## src/rtl/sdram_pkg.sv

```systemverilog
// sdram_pkg: shared definitions for the SDRAM controller.
//   - sd_cmd_t : command encoding on {cs_n, ras_n, cas_n, we_n}
//   - state_t  : controller sequencing states
//   - address field widths / slice positions of the 24-bit request address
//   - mode_reg(): builds the MRS operand for a given CAS latency
package sdram_pkg;

    typedef enum logic [3:0] {
        CMD_MRS  = 4'b0000,
        CMD_REF  = 4'b0001,
        CMD_PRE  = 4'b0010,
        CMD_ACT  = 4'b0011,
        CMD_WR   = 4'b0100,
        CMD_RD   = 4'b0101,
        CMD_BST  = 4'b0110,
        CMD_NOP  = 4'b0111,
        CMD_DESL = 4'b1111
    } sd_cmd_t;

    typedef enum logic [3:0] {
        ST_INIT_WAIT,
        ST_INIT_PALL,
        ST_INIT_REF,
        ST_INIT_MRS,
        ST_INIT_FIN,
        ST_IDLE,
        ST_ACT,
        ST_RW,
        ST_WAIT
    } state_t;

    localparam int ADDR_W  = 24;
    localparam int BA_W    = 2;
    localparam int ROW_W   = 13;
    localparam int COL_W   = 9;
    localparam int DQ_W    = 16;
    localparam int DQM_W   = 2;
    localparam int COL_LSB = 0;
    localparam int ROW_LSB = COL_LSB + COL_W;
    localparam int BA_LSB  = ROW_LSB + ROW_W;
    localparam int AP_BIT  = 10;   // auto-precharge / precharge-all bit

    // Burst length 1, sequential, CAS latency in [6:4], standard write burst.
    function automatic logic [ROW_W-1:0] mode_reg(input int cas_lat);
        logic [ROW_W-1:0] m;
        m      = '0;
        m[6:4] = 3'(cas_lat);
        return m;
    endfunction

endpackage

```

## src/rtl/sdram_refresh_timer.sv

```systemverilog
// sdram_refresh_timer: periodic refresh request generator.
//   clk, rst_n : clock, synchronous active-low reset
//   load       : start the timer (one pulse when initialization finishes)
//   clear      : a REF has been issued; drop the pending flag
//   expire     : counter is at 0 this cycle (pending sets on the next edge)
//   pending    : a refresh is owed
module sdram_refresh_timer
    import sdram_pkg::*;
#(
    parameter int REF_INTERVAL = 780
) (
    input  logic clk,
    input  logic rst_n,
    input  logic load,
    input  logic clear,
    output logic expire,
    output logic pending
);

    localparam int CW = $clog2(REF_INTERVAL + 1);

    logic [CW-1:0] cnt;
    logic          active;

    assign expire = active && (cnt == '0);

    always_ff @(posedge clk) begin
        if (!rst_n) begin
            cnt     <= '0;
            active  <= 1'b0;
            pending <= 1'b0;
        end else begin
            if (load) begin
                cnt    <= CW'(REF_INTERVAL - 1);
                active <= 1'b1;
            end else if (active) begin
                // reload on the zero cycle, so the counter never wraps below 0
                if (cnt == '0) cnt <= CW'(REF_INTERVAL - 1);
                else           cnt <= cnt - CW'(1);
            end
            // single flag: an expiry while already pending is absorbed
            if (expire)     pending <= 1'b1;
            else if (clear) pending <= 1'b0;
        end
    end

endmodule

```

## src/rtl/sdram_ctrl.sv

```systemverilog
// sdram_ctrl: single-word SDRAM controller (16-bit, 4 banks, 13-bit row,
// 9-bit column). Runs power-up init, periodic CBR refresh, and turns each
// CPU request into ACT + READA/WRITA.
//   CPU side : req_valid/req_ready/req_we/req_addr/req_wdata/req_wmask,
//              rsp_valid/rsp_rdata, init_done
//   Pad side : sd_cke, sd_cs_n/ras_n/cas_n/we_n, sd_ba, sd_addr, sd_dqm,
//              sd_dq_out/sd_dq_oe, sd_dq_in
module sdram_ctrl
    import sdram_pkg::*;
#(
    parameter int INIT_CYCLES  = 20000,
    parameter int REF_INTERVAL = 780,
    parameter int INIT_REFS    = 8,
    parameter int T_RP         = 2,
    parameter int T_RCD        = 2,
    parameter int T_RC         = 7,
    parameter int T_WR         = 2,
    parameter int T_MRD        = 2,
    parameter int CAS_LAT      = 2
) (
    input  logic              clk,
    input  logic              rst_n,
    input  logic              req_valid,
    output logic              req_ready,
    input  logic              req_we,
    input  logic [ADDR_W-1:0] req_addr,
    input  logic [DQ_W-1:0]   req_wdata,
    input  logic [DQM_W-1:0]  req_wmask,
    output logic              rsp_valid,
    output logic [DQ_W-1:0]   rsp_rdata,
    output logic              init_done,
    output logic              sd_cke,
    output logic              sd_cs_n,
    output logic              sd_ras_n,
    output logic              sd_cas_n,
    output logic              sd_we_n,
    output logic [BA_W-1:0]   sd_ba,
    output logic [ROW_W-1:0]  sd_addr,
    output logic [DQM_W-1:0]  sd_dqm,
    output logic [DQ_W-1:0]   sd_dq_out,
    output logic              sd_dq_oe,
    input  logic [DQ_W-1:0]   sd_dq_in
);

    // Wait counter must cover the power-up wait; the short timing waits
    // (all well under 64 clocks) fit trivially.
    localparam int CNT_W   = $clog2(INIT_CYCLES + 64);
    localparam int RC_W    = $clog2(INIT_REFS + 1);
    // Return-to-idle point measured from ACT: the later of tRC and the
    // access finishing (read data returned / write recovered + precharged).
    localparam int RD_DONE = T_RCD + CAS_LAT + 1;
    localparam int WR_DONE = T_RCD + T_WR + T_RP;
    localparam int RD_END  = (T_RC > RD_DONE) ? T_RC : RD_DONE;
    localparam int WR_END  = (T_RC > WR_DONE) ? T_RC : WR_DONE;

    state_t              state;
    sd_cmd_t             cmd;
    logic [CNT_W-1:0]    cnt;
    logic [RC_W-1:0]     ref_cnt;
    logic                rq_we;
    logic [ADDR_W-1:0]   rq_addr;
    logic [DQ_W-1:0]     rq_wdata;
    logic [DQM_W-1:0]    rq_wmask;
    logic [CAS_LAT:0]    rd_pipe;   // bit k set k clocks after READA
    logic [DQ_W-1:0]     cap_data;
    logic                ref_pending;
    logic                ref_expire;
    logic                init_fin;
    logic                ref_issue;

    assign {sd_cs_n, sd_ras_n, sd_cas_n, sd_we_n} = cmd;

    assign init_fin  = (state == ST_INIT_FIN) && (cnt == '0);
    assign ref_issue = (state == ST_IDLE) && ref_pending;
    // Holding ready low on the expiry cycle lets refresh win a tie.
    assign req_ready = (state == ST_IDLE) && !ref_pending && !ref_expire;

    sdram_refresh_timer #(.REF_INTERVAL(REF_INTERVAL)) u_ref_timer (
        .clk     (clk),
        .rst_n   (rst_n),
        .load    (init_fin),
        .clear   (ref_issue),
        .expire  (ref_expire),
        .pending (ref_pending)
    );

    always_ff @(posedge clk) begin
        if (!rst_n) begin
            state     <= ST_INIT_WAIT;
            cmd       <= CMD_DESL;
            cnt       <= '0;
            ref_cnt   <= '0;
            sd_cke    <= 1'b0;
            sd_ba     <= '0;
            sd_addr   <= '0;
            sd_dqm    <= '1;
            sd_dq_out <= '0;
            sd_dq_oe  <= 1'b0;
            init_done <= 1'b0;
            rq_we     <= 1'b0;
            rq_addr   <= '0;
            rq_wdata  <= '0;
            rq_wmask  <= '0;
            rd_pipe   <= '0;
            cap_data  <= '0;
            rsp_valid <= 1'b0;
            rsp_rdata <= '0;
        end else begin
            // defaults: one-cycle commands, bus idle
            sd_cke   <= 1'b1;
            cmd      <= CMD_NOP;
            sd_ba    <= '0;
            sd_addr  <= '0;
            sd_dqm   <= '1;
            sd_dq_oe <= 1'b0;

            rd_pipe <= {rd_pipe[CAS_LAT-1:0], 1'b0};
            if (rd_pipe[CAS_LAT-1]) cap_data <= sd_dq_in;
            rsp_valid <= rd_pipe[CAS_LAT];
            if (rd_pipe[CAS_LAT]) rsp_rdata <= cap_data;

            if (state == ST_INIT_WAIT) begin
                if (cnt == CNT_W'(INIT_CYCLES - 1)) begin
                    cnt   <= '0;
                    state <= ST_INIT_PALL;
                end else begin
                    cnt <= cnt + CNT_W'(1);
                end
            end else if (cnt != '0) begin
                cnt <= cnt - CNT_W'(1);
            end else begin
                // a command issued at cycle c with cnt=T-1 lets the next
                // action happen at c+T
                case (state)
                    ST_INIT_PALL: begin
                        cmd             <= CMD_PRE;
                        sd_addr[AP_BIT] <= 1'b1;
                        cnt             <= CNT_W'(T_RP - 1);
                        ref_cnt         <= '0;
                        state           <= ST_INIT_REF;
                    end
                    ST_INIT_REF: begin
                        cmd     <= CMD_REF;
                        cnt     <= CNT_W'(T_RC - 1);
                        ref_cnt <= ref_cnt + RC_W'(1);
                        if (ref_cnt == RC_W'(INIT_REFS - 1)) state <= ST_INIT_MRS;
                    end
                    ST_INIT_MRS: begin
                        cmd     <= CMD_MRS;
                        sd_addr <= mode_reg(CAS_LAT);
                        cnt     <= CNT_W'(T_MRD - 1);
                        state   <= ST_INIT_FIN;
                    end
                    ST_INIT_FIN: begin
                        init_done <= 1'b1;
                        state     <= ST_IDLE;
                    end
                    ST_IDLE: begin
                        if (ref_pending) begin
                            cmd   <= CMD_REF;
                            cnt   <= CNT_W'(T_RC - 1);
                            state <= ST_WAIT;
                        end else if (req_valid && !ref_expire) begin
                            rq_we    <= req_we;
                            rq_addr  <= req_addr;
                            rq_wdata <= req_wdata;
                            rq_wmask <= req_wmask;
                            state    <= ST_ACT;
                        end
                    end
                    ST_ACT: begin
                        cmd     <= CMD_ACT;
                        sd_ba   <= rq_addr[BA_LSB +: BA_W];
                        sd_addr <= rq_addr[ROW_LSB +: ROW_W];
                        cnt     <= CNT_W'(T_RCD - 1);
                        state   <= ST_RW;
                    end
                    ST_RW: begin
                        sd_ba   <= rq_addr[BA_LSB +: BA_W];
                        sd_addr <= {3'b001, 1'b0, rq_addr[COL_LSB +: COL_W]};
                        state   <= ST_WAIT;
                        if (rq_we) begin
                            cmd       <= CMD_WR;
                            sd_dq_out <= rq_wdata;
                            sd_dq_oe  <= 1'b1;
                            sd_dqm    <= ~rq_wmask;
                            cnt       <= CNT_W'(WR_END - T_RCD - 1);
                        end else begin
                            cmd        <= CMD_RD;
                            sd_dqm     <= '0;
                            rd_pipe[0] <= 1'b1;
                            cnt        <= CNT_W'(RD_END - T_RCD - 1);
                        end
                    end
                    ST_WAIT: state <= ST_IDLE;
                    default: state <= ST_INIT_WAIT;
                endcase
            end
        end
    end

endmodule

```

## config.mk

```make
export PLATFORM = sky130hd
export DESIGN_NAME = sdram_ctrl
export DESIGN_NICKNAME = d
export VERILOG_FILES = /design/src/rtl/sdram_pkg.sv /design/src/rtl/sdram_refresh_timer.sv /design/src/rtl/sdram_ctrl.sv
export SDC_FILE = /design/constraint.sdc
export NUM_CORES = 1
export LEC_CHECK = 0
export ABC_AREA = 1
export CAP_MARGIN = 0
export CELL_PAD_IN_SITES_DETAIL_PLACEMENT = 0
export CELL_PAD_IN_SITES_GLOBAL_PLACEMENT = 1
export CORE_AREA = 4 4 206 108
export CTS_CLUSTER_SIZE = 28
export DETAILED_ROUTE_END_ITERATION = 10
export DIE_AREA = 0 0 210 112
export PLACE_DENSITY = 0.73
export SLEW_MARGIN = 40
export SYNTH_ARGS = -nofsm -noshare
export SYNTH_HDL_FRONTEND = slang
export SYNTH_SLANG_ARGS = --single-unit
```

## constraint.sdc

```tcl
create_clock -name clk -period 1.67 [get_ports clk]
set_input_delay 0.334 -clock clk [delete_from_list [all_inputs] [get_ports clk]]
set_output_delay 0.334 -clock clk [all_outputs]
set_load 0.005 [all_outputs]
```

==> impl_metrics.xml <==
<?xml version="1.0" encoding="UTF-8"?>
<metrics>
  <group name="cells_and_area">
    <metric name="final-instance-count-excl-fill" unit="">1462</metric>
    <metric name="drive_gt1_share" unit="%">25.1</metric>
    <metric name="post_route_design_area" unit="mm²">0.0105</metric>
    <metric name="mostFrequentLayoutCell" unit="">nor2_1</metric>
    <metric name="finalNetCount" unit="">1244</metric>
    <metric name="nFillCells" unit="">1996</metric>
    <metric name="most-common-layout-cells" unit="">224 x nor2_1, 151 x nand2_1, 135 x dfxtp_1</metric>
    <metric name="antenna-diode-count" unit="">0</metric>
    <metric name="layout.core_utilization" unit="%">51.6</metric>
    <metric name="area_grow_syn2layout" unit="%">52.4</metric>
  </group>
  <group name="logic_synthesis">
    <metric name="yosysSeqAreaShare" unit="%">44.9</metric>
    <metric name="synth-warning-count" unit="">0</metric>
    <metric name="mappedNetlistArea" unit="mm²">0.00686</metric>
    <metric name="ys_seq_elements" unit="">154</metric>
    <metric name="syn-instance-count" unit="">967</metric>
    <metric name="asyncSetResetFlopFracSynth" unit="%">0</metric>
    <metric name="ys_types" unit="">35</metric>
    <metric name="syn-num-nets" unit="">1034</metric>
    <metric name="yosys_most_used_dff" unit="">dfxtp_1</metric>
    <metric name="synth-edff-count" unit="">0</metric>
    <metric name="syn_avg_cell_area" unit="µm²">7.10</metric>
  </group>
  <group name="timing">
    <metric name="finalClockSkew" unit="ns">0.0140</metric>
    <metric name="period_minus_slack" unit="ns">1.82</metric>
    <metric name="setup_slack" unit="ns">-0.147</metric>
    <metric name="final_hold_viols" unit="">0</metric>
    <metric name="share_of_the_clock_period_used_by_the_worst_path_after_layout" unit="%">109</metric>
    <metric name="setup_viol_count_final" unit="">42</metric>
    <metric name="tightestPinTransition" unit="ns">0.548</metric>
    <metric name="fin_tns_setup" unit="ns">-3.70</metric>
    <metric name="finalHoldWorstSlack" unit="ns">0.207</metric>
    <metric name="report.final.slew_viol_count" unit="">0</metric>
    <metric name="relative_slew_slack" unit="%">63.4</metric>
    <metric name="grt_setup_unrepaired" unit="">yes</metric>
    <metric name="fmax" unit="GHz">0.550</metric>
  </group>
  <group name="floorplan">
    <metric name="die_w" unit="µm">210</metric>
    <metric name="vertical_die_dimension" unit="µm">112</metric>
    <metric name="io_pins" unit="">120</metric>
    <metric name="placement_rows" unit="">37</metric>
    <metric name="die_area" unit="mm²">0.0235</metric>
    <metric name="area_of_the_placeable_core" unit="mm²">0.0203</metric>
    <metric name="initial_utilization" unit="%">33.8</metric>
  </group>
  <group name="critical_path">
    <metric name="cp-start-kind" unit="">flop</metric>
    <metric name="crit_path_end_kind" unit="">flop</metric>
    <metric name="worst-r2r-cell-count" unit="">12</metric>
    <metric name="r2r_setup_slack" unit="ns">-0.15</metric>
    <metric name="critical_setup_path_class" unit="">flop to flop</metric>
    <metric name="worst_ep_required" unit="ns">2.03</metric>
    <metric name="critical-path-max-stage-delay" unit="ns">0.34</metric>
    <metric name="critPathArrivalTime" unit="ns">2.18</metric>
    <metric name="timing.critical_path.slowest_stage_cell" unit="">dfxtp_2</metric>
    <metric name="critical_register_to_register_path_startpoint" unit="">u_ref_timer.cnt[0]</metric>
    <metric name="critPathMaxFanout" unit="">6</metric>
    <metric name="path_cells" unit="">inv_2 -&gt; ha_4 -&gt; nand3_4 -&gt; nor2_4 -&gt; nand3_2 -&gt; buf_4 -&gt; nand2_8 -&gt; nor3_4 -&gt; buf_6 -&gt; clkbuf_16 -&gt; nor2_2 -&gt; nor2_1</metric>
    <metric name="worst_r2r_endpoint" unit="">rq_wdata[13]</metric>
  </group>
  <group name="placement">
    <metric name="place_worst_setup_slack" unit="ns">-0.171</metric>
    <metric name="routability_driven_placement_congestion_ratio" unit="">0.842</metric>
    <metric name="postPlaceCellArea" unit="mm²">0.00883</metric>
    <metric name="post-place-cells" unit="">1397</metric>
    <metric name="detailed_place_hpwl" unit="µm">13300</metric>
    <metric name="port_buffers" unit="">119</metric>
  </group>
  <group name="hold_path">
    <metric name="worst_hold_path_type" unit="">input pin to flop</metric>
    <metric name="worst_hold_path.num_cells" unit="">3</metric>
    <metric name="hold_path.startpoint" unit="">rst_n</metric>
    <metric name="worstHoldEndpoint" unit="">cnt[0]</metric>
  </group>
  <group name="global_route">
    <metric name="grt_max_degree" unit="">105</metric>
    <metric name="antenna_found_initial" unit="">0</metric>
    <metric name="overflow" unit="">0</metric>
    <metric name="grt_use_total" unit="%">16.6</metric>
    <metric name="grt_first_pass_wirelength" unit="µm">32100</metric>
    <metric name="number_of_global_route_vias_before_repair" unit="">6507</metric>
  </group>
  <group name="cts">
    <metric name="insertion_delay" unit="ns">0.43</metric>
    <metric name="max-clock-path-buffers" unit="">2</metric>
    <metric name="cts_root_buf" unit="">clkbuf_16</metric>
    <metric name="tritoncts" unit="">done</metric>
    <metric name="clock-sinks" unit="">154</metric>
    <metric name="clk_transition_reported_paths" unit="ns">0.07</metric>
    <metric name="cts_max_level" unit="">4</metric>
    <metric name="tritoncts.num_buffers" unit="">17</metric>
  </group>
  <group name="route">
    <metric name="drt_wl_total" unit="µm">21100</metric>
    <metric name="drt.antenna.violating_nets" unit="">0</metric>
    <metric name="dr.first_iter.drc_count" unit="">261</metric>
    <metric name="firstDrtPassIters" unit="">5</metric>
    <metric name="vias_per_cell" unit="">4.59</metric>
    <metric name="drc_errors" unit="">0</metric>
    <metric name="post_drt_wl_per_cell" unit="µm">14.4</metric>
    <metric name="num_vias" unit="">6708</metric>
  </group>
  <group name="power">
    <metric name="power.total" unit="mW">8.41</metric>
    <metric name="power.leakage" unit="nW">4.60</metric>
    <metric name="netSwitchingFraction" unit="%">22.8</metric>
    <metric name="share_seq_of_total_power" unit="%">43.9</metric>
    <metric name="worst_ir_drop_vdd" unit="V">0.000690</metric>
    <metric name="combinationalPowerShare" unit="%">6.7</metric>
    <metric name="power_switching" unit="mW">1.92</metric>
    <metric name="power.density_cell_area" unit="mW/mm²">804</metric>
    <metric name="cellInternalPower" unit="mW">6.49</metric>
    <metric name="clkPwrFrac" unit="%">49.4</metric>
  </group>
  <group name="flow_run">
    <metric name="timing.max_cap.violations" unit="">0</metric>
  </group>
  <group name="outcome">
    <metric name="failed_checks" unit="">setup timing</metric>
    <metric name="status" unit="">complete, but fails checks</metric>
  </group>
</metrics>
==> state kept, by name, summed over array words and instances, names as in the netlist, 10 cells and up <==
signal / flops
sd_dq_out: 16
rq_wdata: 16
u_ref_timer.cnt: 10
cap_data: 16
rsp_rdata: 16
cnt: 15
rq_addr: 24
sd_addr: 13
==> worst max-delay path: cells and delay by family, from the launching register on <==
kind                       cells  cell delay (ns)
adders and majority gates      1             0.16
buffers and inverters          4             0.55
DFF                            1             0.34
and+or+nand+nor                7             0.71
==> how the worst max path moves through the flow <==
stage / start / end / slack [ns] / cells after the start
after detailed placement: u_ref_timer.cnt[0] / req_ready / -0.17 / 8
after global routing: u_ref_timer.cnt[0] / rq_wdata[13] / -0.22 / 12
after global placement: u_ref_timer.cnt[0] / req_ready / -0.13 / 8
after floorplan: u_ref_timer.cnt[0] / rq_addr[22] / 0.01 / 11
after CTS: u_ref_timer.cnt[1] / req_ready / -0.12 / 8
final: u_ref_timer.cnt[0] / rq_wdata[13] / -0.15 / 12
==> synth_stat cells, types with 2 or more instances <==
cell type  instances  share of area, %
dfxtp_1          154                45
a21oi_1           36               2.6
nor2_2            24               2.2
xor2_1            17               2.2
a31oi_1            2              0.18
or2_2              2              0.18
inv_1             78               4.3
nor3_1            13              0.95
nand2_1          186                10
nand3b_1          44               4.8
nand4_1           11               1.0
clkbuf_1          17              0.93
inv_2              2              0.11
buf_1              5              0.27
buf_6              5              0.82
o211ai_1           3              0.33
o21ai_0           51               3.7
nor3_4             2              0.47
ha_1               5              0.91
buf_2             14               1.0
nor2_4             2              0.33
nor2_1           253                14
nand3_1           28               2.0
xnor2_1            2              0.26
==> cell families (layout without fill, tap and decap cells) <==
group           after synthesis  in the layout  synth area share [%]
compound gates               94             94                  7.09
xor+xnor                     19             19                  2.43
fa+ha+maj                     5              5                 0.912
buf+inv                     123            345                  7.60
flops                       154            154                  44.9
simple gates                572            572                  37.0
==> routing by layer <==
| layer | GRT usage [%] | vias to the layer above | wire length (µm) |
|---|---|---|---|
| li1 | - | 3454 | - |
| met1 | 21.3 | 3121 | 9760 |
| met2 | 27.7 | 104 | 10200 |
| met3 | 3.94 | 29 | 814 |
| met4 | 5.52 | 0 | 314 |
| met5 | 0 | - | 0 |
==> final cells by class <==
type	count	area (µm²)	share of cell area, %
Timing Repair inverter	1	7.51	0.0718
Clock buffer	18	429	4.10
Tap cell	273	342	3.27
Inverter	80	328	3.13
Multi-Input combinational cell	690	3710	35.5
Timing Repair Buffer	233	2330	22.3
Clock inverter	13	193	1.84
Sequential cell	154	3120	29.8
==> power by group through the flow <==
stage	logic (mW)	registers [mW]	clock network, mW
finish	0.564	3.69	4.15
global route	0.613	3.69	4.41
CTS	0.512	3.69	4.25
detailed placement	0.487	3.77	0
global placement	0.487	3.77	0
floorplan	0.230	3.77	0
==> what timing repair did <==
action	in CTS	in global routing
setup endpoints to repair	98	109
setup buffers	5	17
pin swaps	13	43
gates resized for setup	53	141
hold buffers	0	0
gates cloned	1	12
No activity file was read; power rests on OpenSTA's default activity.
